File: config.mk
export PLATFORM = sky130hd
export DESIGN_NAME = ycr_arb_rr_n
export DESIGN_NICKNAME = d
export VERILOG_FILES = /design/src/rtl/ycr_arb_pkg.sv /design/src/rtl/ycr_arb_rr_pick.sv /design/src/rtl/ycr_arb_rr_n.sv
export SDC_FILE = /design/constraint.sdc
export NUM_CORES = 1
export LEC_CHECK = 0
export BUFFER_PORTS_ARGS = -buffer_cell sky130_fd_sc_hd__buf_2
export CAP_MARGIN = 20
export CORE_MARGIN = 10
export CORE_UTILIZATION = 50
export DETAILED_ROUTE_END_ITERATION = 10
export PLACE_DENSITY_LB_ADDON = 0.08
export SLEW_MARGIN = 10
export SYNTH_ARGS = -nofsm -noshare
export SYNTH_HDL_FRONTEND = slang
export SYNTH_SLANG_ARGS = --single-unit
File: constraint.sdc
create_clock -name clk -period 6.75 [get_ports clk]
set_input_delay 1.35 -clock clk [delete_from_list [all_inputs] [get_ports clk]]
set_output_delay 1.35 -clock clk [all_outputs]
set_load 0.005 [all_outputs]
File: src/rtl/ycr_arb_pkg.sv
// ycr_arb_pkg: arbiter state encoding and modulo-N increment helper
package ycr_arb_pkg;
  typedef enum logic [1:0] {IDLE, WAIT_REQ_ACK, WAIT_LACK} arb_state_t;
  function automatic int mod_inc(input int v, input int n);
    return (v + 1 >= n) ? 0 : v + 1;
  endfunction
endpackage

File: src/rtl/ycr_arb_rr_pick.sv
// ycr_arb_rr_pick: first active request at or after ptr, wrapping modulo NREQ
module ycr_arb_rr_pick
  import ycr_arb_pkg::*;
#(
  parameter int NREQ = 4,
  parameter int IDW  = $clog2(NREQ)
) (
  input  logic [NREQ-1:0] req,
  input  logic [IDW-1:0]  ptr,
  output logic            found,
  output logic [IDW-1:0]  winner
);
  logic [IDW-1:0] idx;
  always_comb begin
    found  = 1'b0;
    winner = '0;
    idx    = ptr;
    for (int k = 0; k < NREQ; k++) begin
      if (!found && req[idx]) begin
        found  = 1'b1;
        winner = idx;
      end
      idx = IDW'(mod_inc(int'(idx), NREQ));
    end
  end
endmodule

File: src/rtl/ycr_arb_rr_n.sv
// ycr_arb_rr_n: registered round-robin arbiter with req_ack/lack handshake; YCR_ARB_LOCK_EN adds the lock port
module ycr_arb_rr_n
  import ycr_arb_pkg::*;
#(
  parameter int NREQ     = 4,
  parameter int IDW      = $clog2(NREQ),
  parameter int LACK_TMO = 0
) (
  input  logic            clk,
  input  logic            rstn,
  input  logic [NREQ-1:0] req,
  input  logic            req_ack,
  input  logic            lack,
`ifdef YCR_ARB_LOCK_EN
  input  logic            lock,
`endif
  output logic            gnt_vld,
  output logic [IDW-1:0]  gnt_id,
  output logic [NREQ-1:0] gnt_oh,
  output logic            busy,
  output logic            tmo_err
);
  arb_state_t     state, state_n;
  logic [IDW-1:0] ptr, ptr_n, id_n, winner;
  logic           vld_n, found, locked, locked_n, lk, expire;
`ifdef YCR_ARB_LOCK_EN
  assign lk = lock;
`else
  assign lk = 1'b0;
`endif
  ycr_arb_rr_pick #(.NREQ(NREQ), .IDW(IDW)) u_pick (
    .req    (req),
    .ptr    (ptr),
    .found  (found),
    .winner (winner)
  );
  always_comb begin
    state_n  = state;
    ptr_n    = ptr;
    id_n     = gnt_id;
    vld_n    = gnt_vld;
    locked_n = locked;
    case (state)
      IDLE: if (found) begin
        state_n = WAIT_REQ_ACK;
        id_n    = winner;
        vld_n   = 1'b1;
      end
      WAIT_REQ_ACK: if (req_ack) begin
        state_n  = WAIT_LACK;
        ptr_n    = lk ? ptr : IDW'(mod_inc(int'(gnt_id), NREQ));
        locked_n = lk;
      end else if (!req[gnt_id]) begin
        state_n = IDLE;
        vld_n   = 1'b0;
      end
      WAIT_LACK: if (lack && locked && req[gnt_id]) begin
        state_n  = WAIT_REQ_ACK;
        locked_n = 1'b0;
      end else if (lack || expire) begin
        state_n  = IDLE;
        vld_n    = 1'b0;
        locked_n = 1'b0;
      end
      default: begin
        state_n = IDLE;
        vld_n   = 1'b0;
      end
    endcase
  end
  always_ff @(posedge clk or negedge rstn) begin
    if (!rstn) begin
      state   <= IDLE;
      ptr     <= '0;
      gnt_id  <= '0;
      gnt_vld <= 1'b0;
      gnt_oh  <= '0;
      locked  <= 1'b0;
    end else begin
      state   <= state_n;
      ptr     <= ptr_n;
      gnt_id  <= id_n;
      gnt_vld <= vld_n;
      gnt_oh  <= vld_n ? (NREQ'(1) << id_n) : '0;
      locked  <= locked_n;
    end
  end
  assign busy = (state != IDLE);
  if (LACK_TMO > 0) begin : g_wd
    localparam int TW = $clog2(LACK_TMO + 1);
    logic [TW-1:0] cnt;
    assign expire = (state == WAIT_LACK) && (cnt == TW'(LACK_TMO - 1));
    always_ff @(posedge clk or negedge rstn) begin
      if (!rstn) begin
        cnt     <= '0;
        tmo_err <= 1'b0;
      end else begin
        cnt     <= (state == WAIT_LACK) ? cnt + TW'(1) : '0;
        tmo_err <= expire && !lack;
      end
    end
  end else begin : g_nowd
    assign expire  = 1'b0;
    assign tmo_err = 1'b0;
  end
endmodule

==> flow_summary_export.csv <==
group,metric,value,unit
synthesis,yosys_warnings,0,
setup_path,worst_path_max_delay_cell,"ha_1",
placed_design,gp_congestion,0.848,
synthesis,synthFlopType,"dfrtp_1",
drt,drt_iter0_markers,8,
synthesis,synth_area_leaders,"dfrtp_1 29%, mux4_2 9.7%, mux2i_1 4.3%",
sta,finalMaxSlewViolations,0,
drt,firstDrtPassIters,6,
finish,layout.nets,118,
setup_path,crit_top_cell,"mux2i_1",
sta,period_needed,2.86,ns
synthesis,synth.distinct_cells,45,
global_routing,overflow,0,
setup_path,crit_path_end_kind,"flip-flop",
pwr,p_per_area,494,nW/µm²
setup_path,path_cells,"ha_1, mux2i_1, mux2i_1, o31a_1, o221ai_2, inv_2, and4b_1",
synthesis,synth_largest_area_cell,"dfrtp_1",
floorplanning,die_y,63.2,µm
global_routing,grt_max_degree,16,
cts,ctsLongestPathBuffers,2,
sta,tns,0,ns
synthesis,yosys_register_bits,11,
floorplanning,dieArea,3990,µm²
setup_path,worst_setup_path_start_kind,"flip-flop",
synthesis,synth_most_common_cell,"dfrtp_1",
cts,clkSinkCount,11,
sta,fin_skew,0.00200,ns
cts,htree_levels,1,
global_routing,grt_pass1_wl,3550,µm
sta,hold_viol_final,0,
synthesis,synth_top_area_share,29.5,%
cts,cts_tree,"done",
synthesis,synth_edf_count,0,
synthesis,syn-cell-area,933,µm²
floorplanning,placementRows,15,
drt,num_vias,767,
cts,cts-root-buf,"clkbuf_4",
finish,fill_cells,162,
finish,antennaDiodeCount,0,
global_routing,grt_usage,10.6,%
synthesis,synth_nets,107,
cts,cts_made_buffers,3,
cts,ctsResizeCount,0,
floorplanning,io_pins,17,
synthesis,ys_seq_area_share,29.5,%
run,maxCapViolCount,0,
setup_path,required,6.91,ns
setup_path,critPathKind,"flip-flop to flip-flop",
floorplanning,coreArea,1750,µm²
drt,wl_per_cell,15.7,µm
placed_design,io_buffers,15,
placed_design,dpl_cell_area,985,µm²
global_routing,grt_pass1_vias,761,
min_path,hp-class,"flip-flop to flip-flop",
synthesis,synth_commonest_cells,"11 x dfrtp_1, 7 x nand2_1, 6 x inv_1, 6 x nor2_1",
pwr,irDropWorstVdd,0.254,mV
sta,finalSetupViolations,0,
setup_path,slowest_delay,0.67,ns
placed_design,dp_hpwl,1560,µm
global_routing,antenna_found_initial,0,
finish,syn_to_final_growth,8.31,%
sta,grt_setup_unrepaired,"no",
cts,postCtsHoldBufs,0,
finish,postLayoutCoreUtil,57.9,%
outcome,outcome,"finished clean",
cts,path_clk_slew,0.06,ns
cts,clk_latency,0.27,ns
floorplanning,die_x,63.2,µm
drt,via_per_inst,5.81,
drt,post-route-drc-count,0,
finish,final_layout_size_suffix_gt1_share,29.9,%
drt,antenna_left,0,
sta,period_share,42.4,%
synthesis,syn_area_per_cell,9.62,µm²
setup_path,arrival,3.02,ns
finish,final_area,1010,µm²
synthesis,async_reset_ff_share,100,%
cts,post_cts_buffers,0,
floorplanning,initial_core_util,53.5,%
setup_path,critical_path.max_fanout,15,
synthesis,synthCells,97,
drt,routed_wl,2080,µm
sta,clock.fmax,350,MHz
pwr,power.total,0.500,mW
pwr,p_leak,0.443,nW
==> routing by layer <==
layer | track usage, % | share of wire [%] | up-vias
met4 | 5.74 | 2.1 | 0
met3 | 1.77 | 4.7 | 4
met5 | 0 | 0 | -
met2 | 17.6 | 49 | 18
met1 | 12.7 | 44 | 362
li1 | - | - | 383
==> cells by family after synthesis <==
kind of cell / count (synthesis) / share of synthesized area, %
mux: 11 / 17.6
other cells: 1 / 0.402
buf+inv: 16 / 8.71
fa+ha+maj: 2 / 2.68
simple gates: 30 / 18.9
flops: 11 / 29.5
compound gates: 26 / 22.3
==> worst paths after layout <==
path	to	slack (ns)	start	cells past startpoint
hold / removal	gnt_vld	0.53	gnt_vld	2
setup / recovery	gnt_oh[1]	3.89	ptr[0]	7
setup reg to reg	gnt_oh[1]	3.89	ptr[0]	7
max in group asynchronous	gnt_vld	5.61	rstn	1
min in group asynchronous	gnt_oh[3]	0.94	rstn	1
hold reg to reg	gnt_vld	0.53	gnt_vld	2
==> state kept, by name, summed over array words and instances, names as in the netlist <==
signal and count:
state 2, ptr 2, gnt_vld 1, gnt_id 2, gnt_oh 4
==> placed cells by master (no fill, tap or decap), types with 3 or more instances in the layout <==
master    count
a21oi_1       4
buf_2        15
clkbuf_4      3
dfrtp_1      11
inv_1         6
mux2i_1       4
mux4_2        4
nand2_1       7
nand3b_1      3
nor2_1        6
==> report_power, final <==
group          switching [mW]  internal [mW]  leakage, nW
logic                   0.176          0.146        0.292
registers              0.0376         0.0956        0.136
clock network          0.0212         0.0229       0.0150
total                   0.235          0.265        0.443
==> per-stage QoR <==
stage               instances  hold slack (ns)  setup WS [ns]
CTS                       132            0.537           3.88
global placement          128            0.515           3.63
floorplan                  97            0.481           3.80
global route              132            0.570           3.68
detailed placement        128            0.519           3.60
finish                    132            0.533           3.89
==> final cells by class <==
class | instances | area, µm² | area share (%)
clock buffer | 4 | 26.3 | 2.60
sequential | 11 | 275 | 27.2
tap | 25 | 31.3 | 3.09
timing repair buffer | 15 | 75.1 | 7.43
multi-input combinational | 70 | 577 | 57.1
inverter | 7 | 26.3 | 2.60
==> critical path: cells and delay by family (launching register included) <==
kind | cells | cell delay [ns]
AOI/OAI and AO/OA | 2 | 0.61
adders and majority gates | 1 | 0.67
buffers and inverters | 1 | 0.07
DFF | 1 | 0.54
muxes | 2 | 0.68
and+or+nand+nor | 1 | 0.17
No activity file was read; power rests on OpenSTA's default activity.
